==> config.mk <==
export PLATFORM = sky130hd
export DESIGN_NAME = pixel_frame_collector
export DESIGN_NICKNAME = d
export VERILOG_FILES = /design/src/rtl/pixel_frame_collector.sv
export SDC_FILE = /design/constraint.sdc
export NUM_CORES = 1
export LEC_CHECK = 0
export BUFFER_PORTS_ARGS = -buffer_cell sky130_fd_sc_hd__buf_2
export CAP_MARGIN = 40
export CORE_UTILIZATION = 60
export DETAILED_ROUTE_END_ITERATION = 8
export GPL_TIMING_DRIVEN = 0
export PLACE_DENSITY_LB_ADDON = 0.1
export SLEW_MARGIN = 5
export SYNTH_ARGS = -nofsm -noshare
export SYNTH_HDL_FRONTEND = slang
export SYNTH_SLANG_ARGS = --single-unit
export TNS_END_PERCENT = 20
==> constraint.sdc <==
create_clock -name CLK -period 3.75 [get_ports CLK]
set_input_delay 0.375 -clock CLK [delete_from_list [all_inputs] [get_ports CLK]]
set_output_delay 0.375 -clock CLK [all_outputs]
set_load 0.03 [all_outputs]
==> src/rtl/pixel_frame_collector.sv <==
// Sensor readout collector: frame-aligned word capture, FIFO buffering and a pixel serializer.
// Optional build macro SATURATION_COUNT_EN adds SAT_COUNT (all-ones pixels per frame).
module pixel_frame_collector #(
    parameter int PIXEL_BITS   = 8,
    parameter int BUS_WIDTH    = 2,
    parameter int ARRAY_WIDTH  = 4,
    parameter int ARRAY_HEIGHT = 4,
    parameter int FIFO_DEPTH   = 8,
    parameter int FRAME_CNT_W  = 8
) (
    input  logic                            CLK,
    input  logic                            RESET,
    input  logic                            START,
    input  logic [FRAME_CNT_W-1:0]          NUM_FRAMES,
    input  logic                            IN_VALID,
    input  logic [BUS_WIDTH*PIXEL_BITS-1:0] IN_DATA,
    input  logic                            IN_FRAME_FINISHED,
    input  logic                            OUT_READY,
    output logic                            OUT_VALID,
    output logic [PIXEL_BITS-1:0]           OUT_DATA,
    output logic                            OUT_SOF,
    output logic                            OUT_EOL,
    output logic                            OUT_EOF,
    output logic                            BUSY,
    output logic                            ALL_DONE,
    output logic                            OVERFLOW,
    output logic [FRAME_CNT_W-1:0]          FRAMES_DONE
`ifdef SATURATION_COUNT_EN
    ,
    output logic [$clog2(ARRAY_WIDTH*ARRAY_HEIGHT+1)-1:0] SAT_COUNT
`endif
);
    localparam int WPR    = ARRAY_WIDTH / BUS_WIDTH;
    localparam int WPF    = ARRAY_WIDTH * ARRAY_HEIGHT / BUS_WIDTH;
    localparam int WCNT_W = (WPF > 1) ? $clog2(WPF) : 1;
    localparam int PTR_W  = $clog2(FIFO_DEPTH);
    localparam int PIX_W  = (BUS_WIDTH > 1) ? $clog2(BUS_WIDTH) : 1;
    localparam logic [WCNT_W-1:0] LAST_WORD = WCNT_W'(WPF - 1);
    localparam logic [PIX_W-1:0]  LAST_PIX  = PIX_W'(BUS_WIDTH - 1);

    typedef enum logic [2:0] {S_IDLE, S_SYNC, S_CAPTURE, S_DRAIN, S_DONE} state_t;

    state_t                   state_q, state_d;
    logic                     ff_prev_q;
    logic [FRAME_CNT_W-1:0]   frames_q, frames_d;
    logic [FRAME_CNT_W-1:0]   nframes_q, nframes_d;
    logic                     ovf_q, ovf_d;
    logic [WCNT_W-1:0]        wcnt_q, wcnt_d;
    logic [PTR_W:0]           wr_ptr_q, rd_ptr_q;
    logic [PIX_W-1:0]         pix_idx_q;

    logic [BUS_WIDTH*PIXEL_BITS-1:0] mem_data_q [FIFO_DEPTH];
    logic [FIFO_DEPTH-1:0]           mem_sof_q, mem_eol_q, mem_eof_q;

    logic                     full, empty, hs, last_pix, pop, eof_hs;
    logic                     capt_vld, wr_en, drop, ff_edge, last_word;
    logic                     tag_sof, tag_eol, tag_eof;
    logic [31:0]              col_pos;
    logic [PTR_W-1:0]         wr_idx, rd_idx, prev_idx;
    logic [BUS_WIDTH*PIXEL_BITS-1:0] head_word;
    logic [PIXEL_BITS-1:0]    pix_data;

    assign wr_idx    = wr_ptr_q[PTR_W-1:0];
    assign rd_idx    = rd_ptr_q[PTR_W-1:0];
    assign prev_idx  = wr_idx - PTR_W'(1);
    assign empty     = (wr_ptr_q == rd_ptr_q);
    assign full      = (wr_ptr_q[PTR_W] != rd_ptr_q[PTR_W]) && (wr_idx == rd_idx);
    assign hs        = OUT_VALID & OUT_READY;
    assign last_pix  = (pix_idx_q == LAST_PIX);
    assign pop       = hs & last_pix;
    assign eof_hs    = hs & OUT_EOF;
    assign ff_edge   = IN_FRAME_FINISHED & ~ff_prev_q;
    assign last_word = (wcnt_q == LAST_WORD);
    assign capt_vld  = (state_q == S_CAPTURE) & IN_VALID;
    // A pop in the same cycle frees a slot, so a write into a full FIFO is still accepted.
    assign wr_en     = capt_vld & (~full | pop);
    assign drop      = capt_vld & full & ~pop;

    assign col_pos   = 32'(wcnt_q) % 32'(WPR);
    assign tag_sof   = (wcnt_q == '0);
    assign tag_eol   = (col_pos == 32'(WPR - 1));
    assign tag_eof   = last_word;

    always_comb begin
        state_d   = state_q;
        frames_d  = frames_q;
        nframes_d = nframes_q;
        ovf_d     = ovf_q;
        wcnt_d    = wcnt_q;
        unique case (state_q)
            S_IDLE, S_DONE: if (START) begin
                state_d   = S_SYNC;
                frames_d  = '0;
                ovf_d     = 1'b0;
                nframes_d = NUM_FRAMES;
            end
            S_SYNC: if (ff_edge) begin
                state_d = S_CAPTURE;
                wcnt_d  = '0;
            end
            S_CAPTURE: if (IN_VALID) begin
                wcnt_d = last_word ? '0 : wcnt_q + WCNT_W'(1);
                if (last_word) state_d = S_DRAIN;
            end
            S_DRAIN: if (eof_hs) begin
                state_d = ((nframes_q != '0) && ((frames_q + FRAME_CNT_W'(1)) == nframes_q))
                          ? S_DONE : S_SYNC;
            end
            default: state_d = S_IDLE;
        endcase
        if (drop)   ovf_d    = 1'b1;
        if (eof_hs) frames_d = frames_q + FRAME_CNT_W'(1);
    end

    always_ff @(posedge CLK) begin
        if (RESET) begin
            state_q   <= S_IDLE;
            ff_prev_q <= 1'b1;
            frames_q  <= '0;
            nframes_q <= '0;
            ovf_q     <= 1'b0;
            wcnt_q    <= '0;
            wr_ptr_q  <= '0;
            rd_ptr_q  <= '0;
            pix_idx_q <= '0;
        end else begin
            state_q   <= state_d;
            ff_prev_q <= IN_FRAME_FINISHED;
            frames_q  <= frames_d;
            nframes_q <= nframes_d;
            ovf_q     <= ovf_d;
            wcnt_q    <= wcnt_d;
            if (wr_en) wr_ptr_q <= wr_ptr_q + (PTR_W+1)'(1);
            if (pop)   rd_ptr_q <= rd_ptr_q + (PTR_W+1)'(1);
            if (hs)    pix_idx_q <= last_pix ? '0 : pix_idx_q + PIX_W'(1);
        end
    end

    // A dropped row/frame-closing word hands its EOL/EOF tags to the newest stored word,
    // so the frame still terminates downstream and DRAIN can exit.
    always_ff @(posedge CLK) begin
        if (wr_en) begin
            mem_data_q[wr_idx] <= IN_DATA;
            mem_sof_q[wr_idx]  <= tag_sof;
            mem_eol_q[wr_idx]  <= tag_eol;
            mem_eof_q[wr_idx]  <= tag_eof;
        end else if (drop) begin
            mem_eol_q[prev_idx] <= mem_eol_q[prev_idx] | tag_eol;
            mem_eof_q[prev_idx] <= mem_eof_q[prev_idx] | tag_eof;
        end
    end

    assign head_word   = mem_data_q[rd_idx];
    assign pix_data    = head_word[pix_idx_q*PIXEL_BITS +: PIXEL_BITS];
    assign OUT_VALID   = ~empty;
    assign OUT_DATA    = OUT_VALID ? pix_data : '0;
    assign OUT_SOF     = OUT_VALID & mem_sof_q[rd_idx] & (pix_idx_q == '0);
    assign OUT_EOL     = OUT_VALID & mem_eol_q[rd_idx] & last_pix;
    assign OUT_EOF     = OUT_VALID & mem_eof_q[rd_idx] & last_pix;
    assign BUSY        = (state_q == S_SYNC) | (state_q == S_CAPTURE) | (state_q == S_DRAIN);
    assign ALL_DONE    = (state_q == S_DONE);
    assign OVERFLOW    = ovf_q;
    assign FRAMES_DONE = frames_q;

`ifdef SATURATION_COUNT_EN
    localparam int SAT_W = $clog2(ARRAY_WIDTH*ARRAY_HEIGHT+1);
    logic [SAT_W-1:0] sat_q;

    // Restarts on the SOF pixel itself, then holds past EOF until the next SOF.
    always_ff @(posedge CLK) begin
        if (RESET) begin
            sat_q <= '0;
        end else if (hs) begin
            if (OUT_SOF)        sat_q <= (&pix_data) ? SAT_W'(1) : '0;
            else if (&pix_data) sat_q <= sat_q + SAT_W'(1);
        end
    end

    assign SAT_COUNT = sat_q;
`endif

endmodule

Word level (Yosys, flattened, before mapping)
Memory sizes are Yosys's and may differ from the RTL's. A register that Yosys moved wholly into a read port is not among the register bits.
Cells that the tools add are included.
{ "word_totals": {"register_bits": 57, "mem_bits_rw": 128, "input_bits": 30, "out_inout_bits": 23, "wordCells": 128, "mem_count": 1} }
{ "memory_table": {"columns": ["name", "depth", "word_bits", "rd", "rd_ports_with_merged_regs", "wr", "line_no", "text"], "rows": [
  ["mem_data_q", 8, 16, 1, 1, 1, "52", "logic [BUS_WIDTH*PIXEL_BITS-1:0] mem_data_q [FIFO_DEPTH];"]
]} }
{ "op_classes": {"addsub": 6, "magnitude_cmp": 5, "n_eq_ne": 14, "n_shift": 1, "mux": 46, "bitwise": 24, "reduce_logical": 19} }
{ "op_table": {"columns": ["op", "count"], "rows": [
  ["8-bit two-way mux", 8],
  ["8-bit bitwise mux", 5],
  ["3-bit two-way mux", 11],
  ["16-bit by 5-bit indexed part select with 8-bit output", 1],
  ["1-bit binary-select mux with 3-bit select", 5],
  ["1-bit bitwise AND", 14],
  ["1-bit two-way mux", 13],
  ["3-bit by 4-bit < comparator with 1-bit output (second input constant)", 3],
  ["3-bit one-hot mux with 4 select lines", 1],
  ["2-bit nonzero test", 6],
  ["2-bit != test (second input constant)", 5],
  ["4-bit by 1-bit adder with 4-bit output (second input constant)", 2],
  ["8-bit by 1-bit adder with 8-bit output (second input constant)", 1],
  ["8-bit == test", 1],
  ["8-bit nonzero test", 1],
  ["1-bit demux with 3-bit select", 2],
  ["3-bit by 2-bit == test with 1-bit output (second input constant)", 2],
  ["3-bit == test (second input constant)", 2],
  ["3-bit by 1-bit greater-or-equal comparator with 1-bit output (second input constant)", 2],
  ["3-bit logical NOT", 2],
  ["3-bit one-hot mux with 2 select lines", 1],
  ["2-bit AND reduction", 3],
  ["1-bit NOT", 5],
  ["1-bit bitwise OR", 5],
  ["other kinds (11)", 14]
]} }

Depth between registers and ports, before layout
{ "depth": {"word_depth": 8, "depth_mapped": 10, "ltp_nobuf": 7} }

Least setup slack after synthesis
OpenSTA, ideal clock, no wires.
{ "synth_timing": {"path_type": "flip-flop to flip-flop", "startpoint": "register state_q[1]", "endpoint": "register mem_eof_q[6] (enable)", "setup_time_ns": 0.300, "arrival_ns": 2.993, "required_ns": 3.450, "slack_ns": 0.457, "stages_incl_launch_ff": 8, "path_buffers": 2, "period_less_slack_ns": 3.293, "path_cell_list": "dfxtp_1 > clkbuf_1 > nor2b_1 > nand2_1 > a21o_1 > clkbuf_1 > nor3_1 > o21a_1"} }
{ "synth_between": {"elab_chain_cells": 5, "elab_cells_between_ends": 6, "classes_between": "1 x eq/ne; 4 x bitwise; 1 x reduce/logical"} }
{ "synth_rtl": {"columns": ["item", "line_no", "text"], "rows": [
  ["start, declared", "43", "state_t state_q, state_d;"],
  ["start signal, assigned", "127", "state_q <= state_d;"],
  ["3-bit by 2-bit == test with 1-bit output (*)", "74", "assign capt_vld = (state_q == S_CAPTURE) & IN_VALID;"],
  ["1-bit bitwise AND (*)", "74", null],
  ["1-bit bitwise AND (2 in series)", "77", "assign drop = capt_vld & full & ~pop;"],
  ["2-bit nonzero test (no line) (*)", null, null],
  ["end signal, assigned by index", "146", "mem_eof_q[wr_idx] <= tag_eof;"],
  ["end signal, assigned by index", "149", "mem_eof_q[prev_idx] <= mem_eof_q[prev_idx] | tag_eof;"],
  ["end, declared", "53", "logic [FIFO_DEPTH-1:0] mem_sof_q, mem_eol_q, mem_eof_q;"]
]} }
Every way passes the cells marked *; elsewhere a longest branch is shown, timed or not.
A chain may end at the register's enable or synchronous reset.

Final worst setup path
{ "layout_timing": {"startpoint": "register wr_ptr_q[0]", "endpoint": "register mem_eof_q[2] (data pin)"} }
{ "layout_between": {"elab_chain_cells": 8, "elab_cells_between_ends": 27, "classes_between": "1 x add/sub; 4 x order compare; 2 x eq/ne; 10 x mux; 7 x bitwise; 3 x reduce/logical"} }
{ "layout_rtl": {"columns": ["item", "line_no", "text"], "rows": [
  ["start, declared", "49", "logic [PTR_W:0] wr_ptr_q, rd_ptr_q;"],
  ["start signal, assigned", "133", "if (wr_en) wr_ptr_q <= wr_ptr_q + (PTR_W+1)'(1);"],
  ["3-bit by 1-bit subtractor with 3-bit output (*)", "65", "assign prev_idx = wr_idx - PTR_W'(1);"],
  ["via prev_idx[0]", "59", "logic [PTR_W-1:0] wr_idx, rd_idx, prev_idx;"],
  ["3-bit by 4-bit < comparator with 1-bit output (implied by the code) or 3-bit by 1-bit greater-or-equal comparator with 1-bit output (tied branches)", "149", null],
  ["1-bit logical AND (implied by the code)", "149", null],
  ["1-bit two-way mux (implied by the code)", "149", null],
  ["1-bit demux with 3-bit select", "149", null],
  ["8-bit bitwise mux (*)", "149", null],
  ["8-bit two-way mux (*)", "147", "end else if (drop) begin"],
  ["8-bit two-way mux (*)", "142", "if (wr_en) begin"]
]} }
Mark *: on every way through the listed nets, which the timed path passes. The rest lies on a longest branch. The select of a mux whose other input is x is not followed.

==> metrics.yaml <==
clockBufferDepth: 2
synth-simple-area-share: 0.0839
worstSetupPathType: "flip-flop to flip-flop"
drv_slew: 0
p_leak_nw: 3.21
slew_headroom: 0.388
synthFlopType: "edfxtp_1"
grt_pass1_vias: 5085
cts_setup_buffers: 0
cts_hold_buf: 0
p_total_w: 0.00402
postRouteAntennaNets: 0
ctsResizeCount: 0
synth_cell_type_count: 56
drc_errors: 0
diodes: 0
final_cells: 818
grt_pass1_wl_um: 28300
rows: 42
synth_compound_area_frac: 0.0741
tns_ns: 0
worstHoldPathType: "input port to flip-flop"
grt_max_degree: 17
initial_core_util: 0.621
die_h_um: 120
clk_pin_slew_ns: 0.06
yosysWarnings: 0
dp_hpwl_um: 12300
root_buffer: "clkbuf_16"
multi_input_area_mm2: 0.00281
critPathArrivalTime_ns: 3.71
cts_tree: "built"
avgSynthCellArea_um2: 15.2
power_density_mw_per_mm2: 424
die_x_um: 120
wl_per_cell_um: 22.2
final_common_cell: "edfxtp_1"
die_area_mm2: 0.0143
outcome: "completed"
synthArstFlopShare: 0
syn_area_mm2: 0.00829
synthXorXnorAreaFrac: 0.0308
worst_pin_slew_ns: 0.918
synth_seq_area_share: 0.637
fin_nets: 666
dr.pass1.iters: 6
rsz0062_at_grt: "false"
register_area_mm2: 0.00529
synth.area.mux_share: 0.138
synth_fp_nets: 583
syn2layout_area_growth_pct: 14.3
hold_viol_final: 0
timing.final.crit_share: 0.942
initialDrtViolationCount: 565
cts_buffers: 17
ctsHtreeMaxLevel: 4
avgViaCountPerCell: 6.22
grt_usage: 0.272
wl_met1_um: 7530
synth-adder-area-share: 0.0106
synth_top_family_by_area: "multiplexers"
min_period_ns: 3.53
final_area_mm2: 0.00948
place_congestion: 0.910
grt_overflow_total: 0
drt-total-wl_um: 18200
drv_cap: 0
cts_sinks: 188
io_pins: 53
dr_wl_met2_um: 9430
cp-end-kind: "flip-flop"
num_vias: 5089
dr_wl_met3_um: 960
crit_required_ns: 3.92
nFillCells: 889
route.top_layer_used: "met4"
cp_max_fo: 10
place_inst: 786
synth_edf_count: 152
synth-seq-cells: 188
postPlaceCellArea_mm2: 0.00894
clk_latency_ns: 0.43
fmax_mhz: 283
drive_gt1_frac: 0.257
synthCells: 546
cp-start-kind: "flip-flop"
peakVddDrop_mv: 0.292
core_area_mm2: 0.0133
antenna_found_initial: 0
final_cell_mix: "edfxtp_1 (152), buf_2 (58), mux4_2 (46), nand2_1 (45), dfxtp_1 (36)"
skew_ns: 0.00904
setup_viol: 0
port_buffers: 51
==> critical path: stages (launching register included) <==
cell and delay [ns]:
dfxtp_1 0.37, inv_1 0.27, clkbuf_1 0.46, ha_1 0.22, clkbuf_1 0.37, inv_1 0.26
a21oi_1 0.18, a311oi_1 0.08, or4_1 0.49, clkbuf_1 0.25, a32o_1 0.33
==> per-stage QoR <==
stage / util / hold slack [ns] / setup WS, ns
after global placement: 0.657 / 0.471 / -1.04
after detailed placement: 0.670 / 0.471 / 0.335
after CTS: 0.710 / 0.161 / 0.287
after floorplan: - / 0.449 / 0.457
final: 0.710 / 0.166 / 0.216
after global routing: 0.710 / 0.164 / 0.0952
==> final timing paths <==
path	slack, ns	end	cells after the start	startpoint
min reg2reg	0.48	nframes_q[6]	2	nframes_q[6]
min	0.17	ff_prev_q	2	IN_FRAME_FINISHED
max reg2reg	0.22	mem_eof_q[2]	10	wr_ptr_q[0]
max	0.22	mem_eof_q[2]	10	wr_ptr_q[0]
==> sequential cells by signal, summed over array words and instances, names as in the netlist, named ones only <==
| signal | count |
|---|---|
| nframes_q | 8 |
| mem_eof_q | 8 |
| wr_ptr_q | 4 |
| OVERFLOW | 1 |
| last_pix | 1 |
| wcnt_q | 3 |
| state_q | 3 |
| ff_prev_q | 1 |
| FRAMES_DONE | 8 |
| mem_data_q | 128 |
| rd_ptr_q | 4 |
| mem_sof_q | 8 |
| mem_eol_q | 8 |
==> cells in the mapped netlist (all sizes together) (2+ instances only) <==
library cell,n,area (µm²)
nor3,11,60.1
and3,6,37.5
a32o,8,80.1
o21ai,4,20.0
inv,11,41.3
o41ai,2,25.0
and2,11,68.8
clkbuf,27,101
a211oi,9,67.6
nor4,3,33.8
a2111oi,3,45.1
or4,3,22.5
ha,7,87.6
or3,3,23.8
nor2b,6,37.5
nand3,16,80.1
xor2,13,136
nand2b,3,18.8
a311oi,2,17.5
a22o,5,43.8
xnor2,11,96.3
nand3b,3,22.5
mux2i,5,53.8
mux4,46,1040
o21a,6,45.0
nand4,2,12.5
a31oi,5,31.3
nor2,25,93.8
nand2,45,169
edfxtp,152,4560
a21o,3,22.5
a32oi,2,17.5
buf,10,65.1
a21oi,26,130
dfxtp,36,721
mux2,5,56.3
==> layer usage <==
| layer | vias to the layer above | GRT usage |
|---|---|---|
| li1 | 2296 | - |
| met3 | 20 | 0.0542 |
| met2 | 190 | 0.461 |
| met5 | - | 0 |
| met4 | 0 | 0.0781 |
| met1 | 2583 | 0.358 |
==> power breakdown <==
part / internal, W / total (W) / switching, W / leakage [nW]
Clock: 0.000912 / 0.00165 / 0.000734 / 0.255
Sequential: 0.00226 / 0.00226 / 0.00000814 / 1.65
Combinational: 0.0000389 / 0.000108 / 0.0000692 / 1.30
==> cell families after synthesis <==
group,Yosys count
simple gates,139
flops,188
fa+ha+maj,7
mux,56
xor+xnor,25
compound gates,83
buf+inv,48
==> area by class of cell <==
class	count	area share
Inverter	11	0.00436
Multi-Input combinational cell	310	0.297
Timing Repair Buffer	64	0.0441
Sequential cell	188	0.557
Buffer	37	0.0176
Clock inverter	11	0.0100
Tap cell	176	0.0232
Clock buffer	21	0.0465
Power figures use the tool's default switching activity.
